--- src/rtl/eJ32.vh ---
`ifndef EJ32_VH
`define EJ32_VH
`define IU 16
`endif

--- src/rtl/ej32_pkg.sv ---
// Shared types for the eJ32 memory sequencer: FSM states, d_len encodings, address width.
`include "eJ32.vh"
package ej32_pkg;
    localparam int IU_W = `IU;

    typedef enum logic [2:0] {IDLE, FETCH, DRD, DWR, DONE} mseq_state_t;

    localparam logic [1:0] DLEN_B = 2'b00;
    localparam logic [1:0] DLEN_H = 2'b01;
    localparam logic [1:0] DLEN_W = 2'b10;

    // Number of bytes minus one, so the sequencer counts down to zero.
    function automatic logic [1:0] dlen_last(input logic [1:0] len);
        case (len)
            DLEN_B:         return 2'd0;
            DLEN_H:         return 2'd1;
            DLEN_W, 2'b11:  return 2'd3;
            default:        return 2'd3;
        endcase
    endfunction
endpackage

--- src/rtl/ej32_arb2.sv ---
// Two-way fetch/data arbiter; combinational grant, only meaningful while en is high.
// MSEQ_RR_EN: alternate on contention via a last-grant pointer, else data always wins.
module ej32_arb2 (
`ifdef MSEQ_RR_EN
    input  logic clk,
    input  logic rst,
`endif
    input  logic f_req,
    input  logic d_req,
    input  logic en,
    output logic gnt_f,
    output logic gnt_d
);
`ifdef MSEQ_RR_EN
    logic r_last_d;

    // Reset value 1 means "data went last", so fetch is favoured first.
    always_ff @(posedge clk or negedge rst) begin
        if (!rst) begin
            r_last_d <= 1'b1;
        end else if (gnt_f) begin
            r_last_d <= 1'b0;
        end else if (gnt_d) begin
            r_last_d <= 1'b1;
        end
    end

    assign gnt_f = en & f_req & (~d_req | r_last_d);
    assign gnt_d = en & d_req & ~gnt_f;
`else
    assign gnt_d = en & d_req;
    assign gnt_f = en & f_req & ~d_req;
`endif
endmodule

--- src/rtl/ej32_mseq.sv ---
// Shares one byte-wide synchronous memory between fetch and data ports (MSEQ_RR_EN selects round-robin).
// Latency: fetch 2, load/store n+1 cycles from grant; requests wait while busy, one transaction at a time.
`include "eJ32.vh"
module ej32_mseq
    import ej32_pkg::*;
(
    input  logic            clk,
    input  logic            rst,
    input  logic            f_req,
    input  logic [`IU-1:0]  f_ai,
    output logic            f_ack,
    output logic [7:0]      f_vo,
    input  logic            d_req,
    input  logic            d_we,
    input  logic [1:0]      d_len,
    input  logic [`IU-1:0]  d_ai,
    input  logic [31:0]     d_vi,
    output logic            d_ack,
    output logic [31:0]     d_vo,
    output logic            m_we,
    output logic [`IU-1:0]  m_ai,
    output logic [7:0]      m_vi,
    input  logic [7:0]      m_vo,
    output logic            busy
);
    mseq_state_t     r_state, w_nxt;
    logic            r_is_f, r_is_wr, r_rd_pend;
    logic [1:0]      r_left;
    logic [IU_W-1:0] r_m_ai;
    logic [7:0]      r_m_vi, r_f_vo;
    logic [23:0]     r_wsh, r_acc;
    logic [31:0]     r_d_vo;
    logic            w_gnt_f, w_gnt_d, w_last;
    logic [1:0]      w_glast;
    logic [31:0]     w_sv_al, w_ld;

    ej32_arb2 u_arb (
`ifdef MSEQ_RR_EN
        .clk   (clk),
        .rst   (rst),
`endif
        .f_req (f_req),
        .d_req (d_req),
        .en    (r_state == IDLE),
        .gnt_f (w_gnt_f),
        .gnt_d (w_gnt_d)
    );

    assign w_glast = dlen_last(d_len);
    // Left-align the store value so the most significant live byte goes out first.
    assign w_sv_al = d_vi << {(2'd3 - w_glast), 3'b000};
    assign w_last  = (r_left == 2'd0);
    assign w_ld    = {r_acc, m_vo};

    always_comb begin
        w_nxt = r_state;
        case (r_state)
            IDLE: begin
                if (w_gnt_f) begin
                    w_nxt = FETCH;
                end else if (w_gnt_d) begin
                    w_nxt = d_we ? DWR : DRD;
                end
            end
            FETCH:    w_nxt = DONE;
            DRD, DWR: if (w_last) w_nxt = DONE;
            DONE:     w_nxt = IDLE;
            default:  w_nxt = IDLE;
        endcase
    end

    always_ff @(posedge clk or negedge rst) begin
        if (!rst) begin
            r_state   <= IDLE;
            r_is_f    <= 1'b0;
            r_is_wr   <= 1'b0;
            r_rd_pend <= 1'b0;
            r_left    <= 2'd0;
            r_m_ai    <= '0;
            r_m_vi    <= 8'h00;
            r_f_vo    <= 8'h00;
            r_wsh     <= 24'h0;
            r_acc     <= 24'h0;
            r_d_vo    <= 32'h0;
        end else begin
            r_state   <= w_nxt;
            r_rd_pend <= (r_state == DRD);
            // Read data lags its address by one cycle; shift it in as it lands.
            if (r_rd_pend) begin
                r_acc <= w_ld[23:0];
            end
            case (r_state)
                IDLE: begin
                    if (w_gnt_f) begin
                        r_is_f  <= 1'b1;
                        r_is_wr <= 1'b0;
                        r_m_ai  <= f_ai;
                        r_left  <= 2'd0;
                    end else if (w_gnt_d) begin
                        r_is_f  <= 1'b0;
                        r_is_wr <= d_we;
                        r_m_ai  <= d_ai;
                        r_left  <= w_glast;
                        r_acc   <= 24'h0;
                        if (d_we) begin
                            r_m_vi <= w_sv_al[31:24];
                            r_wsh  <= w_sv_al[23:0];
                        end
                    end
                end
                DRD, DWR: begin
                    if (!w_last) begin
                        r_left <= r_left - 2'd1;
                        r_m_ai <= r_m_ai + IU_W'(1);
                        if (r_is_wr) begin
                            r_m_vi <= r_wsh[23:16];
                            r_wsh  <= {r_wsh[15:0], 8'h00};
                        end
                    end
                end
                DONE: begin
                    if (r_is_f) begin
                        r_f_vo <= m_vo;
                    end else if (!r_is_wr) begin
                        r_d_vo <= w_ld;
                    end
                end
                default: ;
            endcase
        end
    end

    assign m_we  = (r_state == DWR);
    assign busy  = (r_state != IDLE);
    assign m_ai  = r_m_ai;
    assign m_vi  = r_m_vi;
    assign f_ack = (r_state == DONE) &&  r_is_f;
    assign d_ack = (r_state == DONE) && !r_is_f;
    assign f_vo  = f_ack ? m_vo : r_f_vo;
    assign d_vo  = (d_ack && !r_is_wr) ? w_ld : r_d_vo;
endmodule

--- config.mk ---
export PLATFORM = sky130hd
export DESIGN_NAME = ej32_mseq
export DESIGN_NICKNAME = d
export VERILOG_FILES = /design/src/rtl/ej32_pkg.sv /design/src/rtl/ej32_arb2.sv /design/src/rtl/ej32_mseq.sv
export VERILOG_INCLUDE_DIRS = /design/src /design/src/rtl
export SDC_FILE = /design/constraint.sdc
export NUM_CORES = 1
export LEC_CHECK = 0
export BUFFER_PORTS_ARGS = -buffer_cell sky130_fd_sc_hd__buf_2
export CORE_MARGIN = 4
export CORE_UTILIZATION = 47
export DETAILED_ROUTE_END_ITERATION = 6
export GPL_TIMING_DRIVEN = 0
export PLACE_DENSITY = 0.71
export SKIP_LAST_GASP = 1
export SYNTH_ARGS = -nofsm -noshare
export SYNTH_HDL_FRONTEND = slang
export SYNTH_SLANG_ARGS = --single-unit
--- constraint.sdc ---
create_clock -name clk -period 3.45 [get_ports clk]
set_input_delay 0.345 -clock clk [delete_from_list [all_inputs] [get_ports clk]]
set_output_delay 0.345 -clock clk [all_outputs]
set_load 0.05 [all_outputs]
After elaboration in Yosys (flattened, before gate mapping)
Cells that the tools add are included.
{ "word_totals": {"register_bits": 120, "word_cells": 90} }
{ "op_classes": {"shifts": 1, "reduce_logical": 19, "mux": 36, "eq_ne": 14, "addsub": 3, "n_bitwise": 6} }
{ "ops": {"columns": ["op", "n"], "rows": [
  ["24-bit 2-to-1 mux", 9],
  ["16-bit 2-to-1 mux", 3],
  ["8-bit 2-to-1 mux", 6],
  ["24-bit case mux with 2 select lines", 1],
  ["32-bit 2-to-1 mux", 1],
  ["16-bit case mux with 2 select lines", 1],
  ["32-bit by 5-bit left shift with 32-bit output", 1],
  ["16-bit by 1-bit adder with 16-bit output, second input constant", 1],
  ["8-bit case mux with 2 select lines", 1],
  ["2-bit inequality test, second input constant", 6],
  ["3-bit 2-to-1 mux", 3],
  ["3-bit case mux with 3 select lines", 1],
  ["3-bit by 2-bit == test with 1-bit output, second input constant", 2],
  ["2-bit 2-to-1 mux", 3],
  ["2-bit case mux with 3 select lines", 1],
  ["2-bit AND reduction", 3],
  ["3-bit AND reduction", 2],
  ["6-bit AND reduction", 1],
  ["1-bit 2-to-1 mux", 5],
  ["2-bit == test, second input constant", 2],
  ["2-bit zero test", 2],
  ["2-bit case mux with 2 select lines", 1],
  ["2-bit nonzero test", 2],
  ["2-bit OR reduction", 2],
  ["12 further kinds", 19]
]} }

Depth between registers and ports, before layout
Gate-level depths: netlist (run 1).
{ "depth": {"word_depth": 9, "mapped_depth": 7, "mapped_depth_nobuf": 6} }

By module
From an unflattened synthesis (run 1), not the netlist that was laid out.
{ "hier_totals": {"hier_cells": 577, "hier_area_um2": 6432.4} }
{ "by_module_without_submodules": {"columns": ["mod", "seq_area_each_um2", "area_per_inst_um2", "cells_each", "instances"], "rows": [
  ["ej32_mseq", 3002.9, 6416.2, 575, 1],
  ["ej32_arb2", 0.0, 16.3, 2, 1]
]} }

Worst setup path after synthesis (run 1)
No wires, ideal clock.
{ "synth_path": {"path_type": "flip-flop to output port", "startpoint": "register r_state[1]", "endpoint": "output f_vo[0]", "arrival_time_ns": 2.008, "stages_incl_launch_ff": 6, "required_ns": 3.105, "path_slack_ns": 1.097, "path_cell_list": "dfrtp_1 > buf_4 > nor2_4 > nand2_1 > nor2_2 > mux2_2"} }
{ "synth_between": {"elab_chain_len": 3} }
{ "synth_rtl": {"columns": ["item", "line", "rtl"], "rows": [
  ["from (decl)", "ej32_mseq.sv:26", "mseq_state_t r_state, w_nxt;"],
  ["from (signal assigned)", "ej32_mseq.sv:86", "r_state <= w_nxt;"],
  ["3-bit == test", "ej32_mseq.sv:137", "assign f_ack = (r_state == DONE) && r_is_f;"],
  ["1-bit logical AND", "ej32_mseq.sv:137", null],
  ["via f_ack", "ej32_mseq.sv:11", "output logic f_ack,"],
  ["8-bit 2-to-1 mux", "ej32_mseq.sv:139", "assign f_vo = f_ack ? m_vo : r_f_vo;"],
  ["to (decl)", "ej32_mseq.sv:12", "output logic [7:0] f_vo,"]
]} }
The timed path passes the listed nets, and every way through them passes these cells.

Worst setup path in the final report (run 1)
{ "layout_path": {"startpoint": "register r_state[1]", "endpoint": "output d_vo[18]"} }
{ "layout_between": {"elab_chain_len": 4} }
{ "layout_rtl": {"columns": ["item", "line", "rtl"], "rows": [
  ["3-bit == test", "ej32_mseq.sv:138", "assign d_ack = (r_state == DONE) && !r_is_f;"],
  ["1-bit logical AND", "ej32_mseq.sv:138", null],
  ["1-bit logical AND", "ej32_mseq.sv:140", "assign d_vo = (d_ack && !r_is_wr) ? w_ld : r_d_vo;"],
  ["32-bit 2-to-1 mux", "ej32_mseq.sv:140", null],
  ["to (decl)", "ej32_mseq.sv:19", "output logic [31:0] d_vo,"]
]} }
No other way between the ends.

==> results.md, run 1 <==
* Seq/Total Area, Yosys at 47.5%
* RSZ-0062 raised after global routing: false
* Stages on worst setup path at 7
* 1st-pass router iterations at 7
* CP Class: reg2out
* CTS tree: yes
* Htree depth at 4
* CP Launch Point: r_state[1]
* Largest net degree at the start of global routing at 77
* Die Height at 124 um
* Initial antenna violation count at 0
* Max-slew violations at 0
* Worst Max-Slew Pin Slew at 1020 ps
* Hold path startpoint: d_we
* CTS Buffer Depth at 2
* Wire length per cell at 18.2 um
* Antenna Cells at 0
* Net Sw Power at 0.00394 W
* VDD IR-drop max at 0.000502 V
* Hpwl dp at 11800 um
* Crit path required time at 3110 ps
* CP Max Fanout at 10
* I/O Buffers at 144
* Reg2reg path depth at 6
* Crit-path cells: buf_4 -> nor2_4 -> nand2_1 -> nor3_4 -> buf_6 -> mux2_2 -> buf_2
* Gpl congestion at 0.867
* Gr ovfl total at 0
* Mapped Nets at 640
* Worst hold path type: in2reg
* #FFs+latches synth at 120
* Worst Path Arrival at 2710 ps
* Clk_lat worst skew at 420 ps
* Initial core utilization at 47.9%
* Final WL at 16600 um
* Avg Vias per Cell at 5.54
* Comb pwr share at 50.4%
* Synth Flop Type: dfrtp_1
* EDFF count, synth at 0
* PwrDens at 1100 nW/um2
* Lkg Pwr at 3.86 nW
* TritonCTS Buffers at 17
* First-pass GRT wire length at 26600 um
* Sequential share of power at 28.3%
* Share of cells above drive strength 1 at 41.7%
* Maximum clock frequency at 0.328 GHz
* R2r endpoint: m_ai[12]
* Setup TNS Final at 0 ps
* DRC viols at 0
* Switching portion of total power at 45.2%
* Resized cells post-CTS at 0
* GRT Total Usage at 22.4%
* Clk network pwr share at 21.3%
* Final period util at 88.4%
* CP Capture Type: output port
* CP bufs+invs at 3
* Max incr delay on CP at 540 ps
* Seq. cell area at 3000 um2
* Endpoints failing setup at 0
* Initial DRC Count at 354
* Area grow syn2layout at 25.3%
* Vias at 5049
* # IOs at 147
* Core Box Area at 13200 um2
* Pint at 0.00477 W
* Mapped cell area at 6320 um2
* Root Driver: clkbuf_16
* Worst Setup EP: d_vo[18]
* Post-CTS Setup Bufs at 0
* CP startpoint kind: register
* Fin nets at 805
* Min Clock Period, post-route at 3050 ps
* Number of core rows at 42
* Reg-to-Reg Start: r_left[0]
* Synth warn at 0
* Antenna-violating nets left at 0
* Sink Count at 120
* Vias in the first global route at 5206
* Ys async rst share at 100%
* Critical path's top delay family: simple AND/OR/NAND/NOR gates
* Slew HR at 31.3%
* Post-CTS Hold Fix Bufs at 1
* Hold Vio Cnt, Final at 0
* Status: completed
* Clock skew at 7.17 ps
* Die Wd at 124 um
* CTS clk-pin slew, worst paths at 50 ps
* Post-Synthesis Cells at 559
* Area of the multi-input gates at 3050 um2
* Die Area at 15400 um2
* Worst reg2reg setup slack at 1130 ps
* Power, Total at 0.00870 W
* Fill count at 1139
* Yosys cell types at 47
* Slowest CP cell: nor3_4
* Syn_area_per_cell at 11.3 um2
* Max cap viols at 0
==> power by group through the flow <==
stage                     Combinational, W  Sequential [W]  Clock, W
final                              0.00439         0.00246   0.00185
after global placement             0.00430         0.00243         0
after detailed placement           0.00438         0.00247         0
after floorplan                    0.00294         0.00284         0
after global routing               0.00469         0.00254   0.00196
after CTS                          0.00441         0.00246   0.00188
==> cell type report <==
| class | count | area share [%] |
|---|---|---|
| multi-input cells | 390 | 38.5 |
| flip-flops and latches | 120 | 37.9 |
| repair buffers | 146 | 9.66 |
| clock buffers | 22 | 5.86 |
| plain buffers | 37 | 2.80 |
| well taps | 176 | 2.78 |
| clock inverters | 9 | 1.87 |
| inverters | 12 | 0.569 |
==> cells in the final DEF, fill, tap and decap left out, types with 13 or more instances in the layout <==
master and n:
a31oi_1 13, nand2_1 37, a221oi_1 13, clkbuf_16 17, nand3_1 15, buf_2 149
nor2_1 53, clkbuf_1 23, o21ai_0 21, mux2i_1 46, mux2_2 108, dfrtp_1 120
==> per-stage QoR <==
step	hold WS (ps)	cells	instance area, um2	utilization [%]	worst slack [ps]
4_1_cts	210	912	7920	60.0	377
3_5_place_dp	303	880	7290	55.3	829
6_report	227	912	7920	60.0	400
5_1_grt	225	912	7920	60.0	286
2_1_floorplan	49.4	559	6320	-	1100
3_3_place_gp	463	879	7260	55.0	496
==> cells in the mapped netlist (all sizes together) (3+ instances only) <==
library cell    n  share of area, %
and3           10              0.99
o31ai           5              0.59
nand3          15               1.2
clkbuf         20               1.2
o221ai          4              0.55
nor2b           3              0.30
inv            11              0.65
buf            17               2.3
nor4            6              0.59
nand4           4              0.40
a211oi          5              0.59
mux2          115                20
a21oi           7              0.73
dfrtp         120                48
nand2          38               2.3
mux2i          46               7.3
nor2           56               3.5
nand2b          3              0.30
a31oi          13               1.3
o21ai          21               1.7
nor3            7              0.91
a221oi         13               1.8
==> routing by layer <==
metal	up-vias	global-route usage (%)	share of wire [%]
li1	2374	-	-
met4	0	7.80	2.0
met1	2459	29.5	42
met5	-	0	0
met3	27	5.27	6.6
met2	189	36.5	49
==> registers in the layout, indices dropped and copies added, names as in the netlist, 2 cells and up <==
register and cells:
r_d_vo 32, r_left 2, r_acc 24, r_state 3, r_f_vo 8, m_ai 16, m_vi 8, r_wsh 24
==> worst reg2reg max path, delay by kind of cell (launching register included) <==
kind / cells / cell delay, ps
AOI/OAI and AO/OA: 2 / 460
adders and majority gates: 1 / 270
buffers and inverters: 2 / 190
DFF: 1 / 370
and+or+nand+nor: 1 / 850
==> worst min path at each step <==
stage	to	slack, ps	cells after the start
4_1_cts	r_d_vo[5]	210	2
2_1_floorplan	m_ai[0]	50	0
6_report	r_is_wr	230	3
3_5_place_dp	r_acc[20]	300	1
5_1_grt	r_d_vo[6]	230	2
3_3_place_gp	r_d_vo[14]	460	1
==> cell families after synthesis <==
kind of cell	after synthesis	share of synthesized area, %
AOI/OAI and AO/OA	78	8.55
adders and majority gates	2	0.396
buffers and inverters	49	4.22
DFF	120	47.5
muxes	161	27.8
and+or+nand+nor	149	11.5
No activity file was read; power rests on OpenSTA's default activity.
==> run 2: changes to the inputs <==
CORE_UTILIZATION = 30   (was 47)
PLACE_DENSITY = not set   (was 0.71)
==> results.md, run 2 (synthesis results as in run 1) <==
* Status: completed
* Largest net degree at the start of global routing at 68
* Die Wd at 153 um
* 1st-pass router iterations at 5
* Max-slew violations at 0
* CTS clk-pin slew, worst paths at 60 ps
* Hpwl dp at 12600 um
* # IOs at 147
* Slew HR at 33.8%
* CTS tree: yes
* TritonCTS Buffers at 17
* Htree depth at 4
* Worst reg2reg setup slack at 1080 ps
* CP Capture Type: output port
* Resized cells post-CTS at 0
* I/O Buffers at 144
* Post-CTS Hold Fix Bufs at 1
* Sink Count at 120
* Reg-to-Reg Start: r_state[2]
* Post-CTS Setup Bufs at 0
* Slowest CP cell: nor3_4
* Root Driver: clkbuf_16
* CP Class: reg2out
* Worst Max-Slew Pin Slew at 985 ps
* Setup TNS Final at 0 ps
* Maximum clock frequency at 0.324 GHz
* Gpl congestion at 0.845
* Final setup margin at 368 ps
* Antenna Cells at 0
* DP Cell Count at 974
* Worst Hold End: r_d_vo[0]
* Fin nets at 805
* Hold Vio Cnt, Final at 0
* Final period util at 89.3%
* Hold path startpoint: m_vo[0]
* Initial DRC Count at 344
* PwrDens at 1080 nW/um2
* Most frequent cells in the layout: buf_2 (149), dfrtp_1 (120), mux2_2 (108), nor2_1 (53), mux2i_1 (46)
* Die Height at 153 um
* Max incr delay on CP at 550 ps
* Number of core rows at 52
* Reg with most FFs: r_d_vo
* Gr ovfl total at 0
* Reg2reg path depth at 7
* Wire length per cell at 17.7 um
* Vias at 5084
* Max cap viols at 0
* Worst Path Arrival at 2740 ps
* R2r endpoint: r_wsh[13]
* Min Clock Period, post-route at 3080 ps
* Die Area at 23500 um2
* CP Max Fanout at 10
* Area grow syn2layout at 26.6%
* Clock skew at 7.32 ps
* Avg Vias per Cell at 5.05
* First-pass GRT wire length at 28700 um
* Crit-path cells: buf_4 -> nor2_4 -> nand2_1 -> nor3_4 -> buf_6 -> mux2_2 -> buf_2
* Final Non-Filler Cells at 1007
* Clk_lat worst skew at 420 ps
* Core Box Area at 20500 um2
* Antenna-violating nets left at 0
* Worst hold path type: in2reg
* Hold Path Stages at 2
* Crit path required time at 3110 ps
* CTS Buffer Depth at 2
* Largest regs: r_d_vo x32, r_acc x24, r_wsh x24
* CP startpoint kind: register
* Initial antenna violation count at 0
* Pre-CTS setup slack at 793 ps
* Initial core utilization at 30.8%
* DRC viols at 0
* Fill count at 2048
* Endpoints failing setup at 0
* Commonest non-fill, non-tap cell in the layout: buf_2
* Vias in the first global route at 5169
* Final WL at 17800 um
* VDD IR-drop max at 0.000458 V
* Share of cells above drive strength 1 at 42.2%
* Max FFs per register at 32
* RSZ-0062 raised after global routing: false
* Lkg Pwr at 3.83 nW
* GRT Total Usage at 15.2%
## run 2: how the worst max path moves through the flow
stage                          start   endpoint  slack [ps]  depth (start not counted)
after global placement           rst  r_wsh[19]         330                          1
after detailed placement  r_state[1]   d_vo[10]         790                          7
after CTS                 r_state[1]   d_vo[10]         330                          7
final                     r_state[1]   d_vo[16]         370                          7
after floorplan           r_state[1]    f_vo[0]        1100                          5
after global routing      r_state[1]    d_vo[5]         250                          7
## run 2: layer usage
layer / track usage [%] / part of all wire, %
met1: 21.2 / 45
met2: 23.0 / 46
met3: 4.35 / 7.8
met4: 4.88 / 1.5
met5: 0 / 0
## run 2: layout make-up
cell class / instances / area (um2) / share of cell area (%)
clock inverters: 14 / 143 / 1.78
inverters: 12 / 45.0 / 0.563
repair buffers: 146 / 764 / 9.55
multi-input cells: 390 / 3050 / 38.1
flip-flops and latches: 120 / 3000 / 37.5
clock buffers: 18 / 439 / 5.49
well taps: 270 / 338 / 4.22
plain buffers: 37 / 221 / 2.77
## run 2: power breakdown
group          internal, W  switching (W)
sequential         0.00202       0.000429
combinational      0.00150        0.00293
clock              0.00103       0.000719
total              0.00456        0.00407
## run 2: worst max-delay path, delay by kind of cell, from the launching register on
kind / cells / cell delay, ps
multiplexers: 1 / 370
buffers and inverters: 3 / 680
AND/OR/NAND/NOR: 3 / 850
flip-flops: 1 / 420
## run 2: metrics by stage
step	util, %	cell area [um2]	hold WS (ps)	total power, W
finish	39.1	8000	210	0.00863
global route	39.1	8000	204	0.00915
CTS	39.1	8000	198	0.00870
detailed placement	36.2	7410	348	0.00690
global placement	36.0	7380	464	0.00684
floorplan	-	6320	49.4	0.00578
==> run 3: changes to the inputs <==
==> constraint.sdc (replaced) <==
create_clock -name clk -period 3.45 [get_ports clk]
set_input_delay 0.69 -clock clk [delete_from_list [all_inputs] [get_ports clk]]
set_output_delay 0.69 -clock clk [all_outputs]
set_load 0.05 [all_outputs]
==> results.md, run 3 (synthesis results as in run 1) <==
* Slowest CP cell: nor2_2
* Share of cells above drive strength 1 at 42.5%
* Area of the multi-input gates at 3050 um2
* Largest regs: r_d_vo x32, r_acc x24, r_wsh x24
* Commonest non-fill, non-tap cell in the layout: buf_2
* Reg with most FFs: r_d_vo
* Vias at 5082
* Seq. cell area at 3000 um2
* Die Height at 153 um
* Final Non-Filler Cells at 1009
* Gr ovfl total at 0
* Pre-CTS setup slack at 448 ps
* CP Class: reg2out
* Max incr delay on CP at 540 ps
* CTS tree: yes
* Antenna-violating nets left at 0
* Largest net degree at the start of global routing at 68
* Htree depth at 4
* GRT Total Usage at 15.3%
* Min Clock Period, post-route at 3220 ps
* CTS Buffer Depth at 2
* Switching portion of total power at 47.1%
* Sequential share of power at 28.4%
* First-pass GRT wire length at 28700 um
* Post-CTS Hold Fix Bufs at 0
* Max FFs per register at 32
* Crit-path cells: buf_4 -> nor2_4 -> nand2_1 -> nor2_2 -> mux2_2 -> buf_2
* CTS clk-pin slew, worst paths at 60 ps
* I/O Buffers at 144
* DRC viols at 0
* Avg Vias per Cell at 5.04
* Vias in the first global route at 5184
* Most frequent cells in the layout: buf_2 (149), dfrtp_1 (120), mux2_2 (108), nor2_1 (53), mux2i_1 (46)
* 1st-pass router iterations at 5
* Resized cells post-CTS at 0
* Clk network pwr share at 20.2%
* TritonCTS Buffers at 17
* Root Driver: clkbuf_16
* Max cap viols at 0
* Comb pwr share at 51.4%
* CP startpoint kind: register
* Pint at 0.00457 W
* Hpwl dp at 12600 um
* Final setup margin at 231 ps
* Initial antenna violation count at 0
* Net Sw Power at 0.00407 W
* Worst Path Arrival at 2530 ps
* Reg2reg path depth at 7
* Initial core utilization at 30.8%
* Worst hold path type: in2async
* Gpl congestion at 0.845
* Fin nets at 807
* Post-CTS Setup Bufs at 3
* VDD IR-drop max at 0.000458 V
* Sink Count at 120
* PwrDens at 1080 nW/um2
* Clk_lat worst skew at 420 ps
* Reg-to-Reg Start: r_state[2]
* Power, Total at 0.00864 W
* # IOs at 147
* Core Box Area at 20500 um2
* R2r endpoint: r_wsh[13]
* Worst reg2reg setup slack at 1080 ps
* CP Max Fanout at 10
* Hold Vio Cnt, Final at 0
* Final period util at 93.3%
* Status: completed
* Fill count at 2044
* Area grow syn2layout at 27.0%
* Maximum clock frequency at 0.311 GHz
* Number of core rows at 52
* Crit path required time at 2760 ps
* Clock skew at 8.25 ps
* RSZ-0062 raised after global routing: false
* DP Cell Count at 974
* Endpoints failing setup at 0
* Setup TNS Final at 0 ps
* Wire length per cell at 17.7 um
* Max-slew violations at 0
* Die Wd at 153 um
* Die Area at 23500 um2
* Hold Slack at 223 ps
* Antenna Cells at 0
* Initial DRC Count at 362
* Slew HR at 33.1%
* Worst Max-Slew Pin Slew at 996 ps
* CP Capture Type: output port
* Final WL at 17800 um
* Lkg Pwr at 3.85 nW
## run 3: changes by cell type in the layout (fill, tap and decap cells not counted)
cell / change
dlygate4sd3_1: -1
buf_4: +2
buf_12: +1
## run 3: how the worst max path moves through the flow
stage	from	end	cells past startpoint
after floorplan	r_state[1]	f_vo[0]	5
after global placement	rst	r_wsh[19]	1
after detailed placement	r_state[1]	d_vo[10]	7
after CTS	r_state[1]	f_vo[0]	6
after global routing	r_state[1]	f_vo[0]	6
final	r_state[1]	f_vo[6]	6
## run 3: through the flow
step / cell area [um2] / util, %
2_1_floorplan: 6320 / -
3_3_place_gp: 7380 / 36.0
3_5_place_dp: 7410 / 36.2
4_1_cts: 8030 / 39.2
5_1_grt: 8030 / 39.2
6_report: 8030 / 39.2
## run 3: power by group through the flow
stage | combinational [W] | clock, W | sequential (W)
2_1_floorplan | 0.00294 | 0 | 0.00284
3_3_place_gp | 0.00439 | 0 | 0.00245
3_5_place_dp | 0.00444 | 0 | 0.00246
4_1_cts | 0.00448 | 0.00179 | 0.00245
5_1_grt | 0.00478 | 0.00186 | 0.00253
6_report | 0.00444 | 0.00175 | 0.00245
## run 3: cell type report
type / instances / area share, %
multi-input combinational: 390 / 38.0
buffer: 37 / 2.76
clock buffer: 18 / 5.47
timing repair buffer: 148 / 9.83
sequential: 120 / 37.4
tap: 270 / 4.21
inverter: 12 / 0.561
clock inverter: 14 / 1.78
## run 3: worst max-delay path, delay by kind of cell (launching register included)
kind	cells	cell delay, ps
mux	1	420
buf+inv	2	420
flops	1	420
simple gates	3	840
## run 3: metal layers
| metal | global-route usage [%] | share of wire, % |
|---|---|---|
| met1 | 21.2 | 45 |
| met2 | 23.1 | 45 |
| met3 | 4.35 | 8.1 |
| met4 | 4.88 | 1.6 |
| met5 | 0 | 0 |
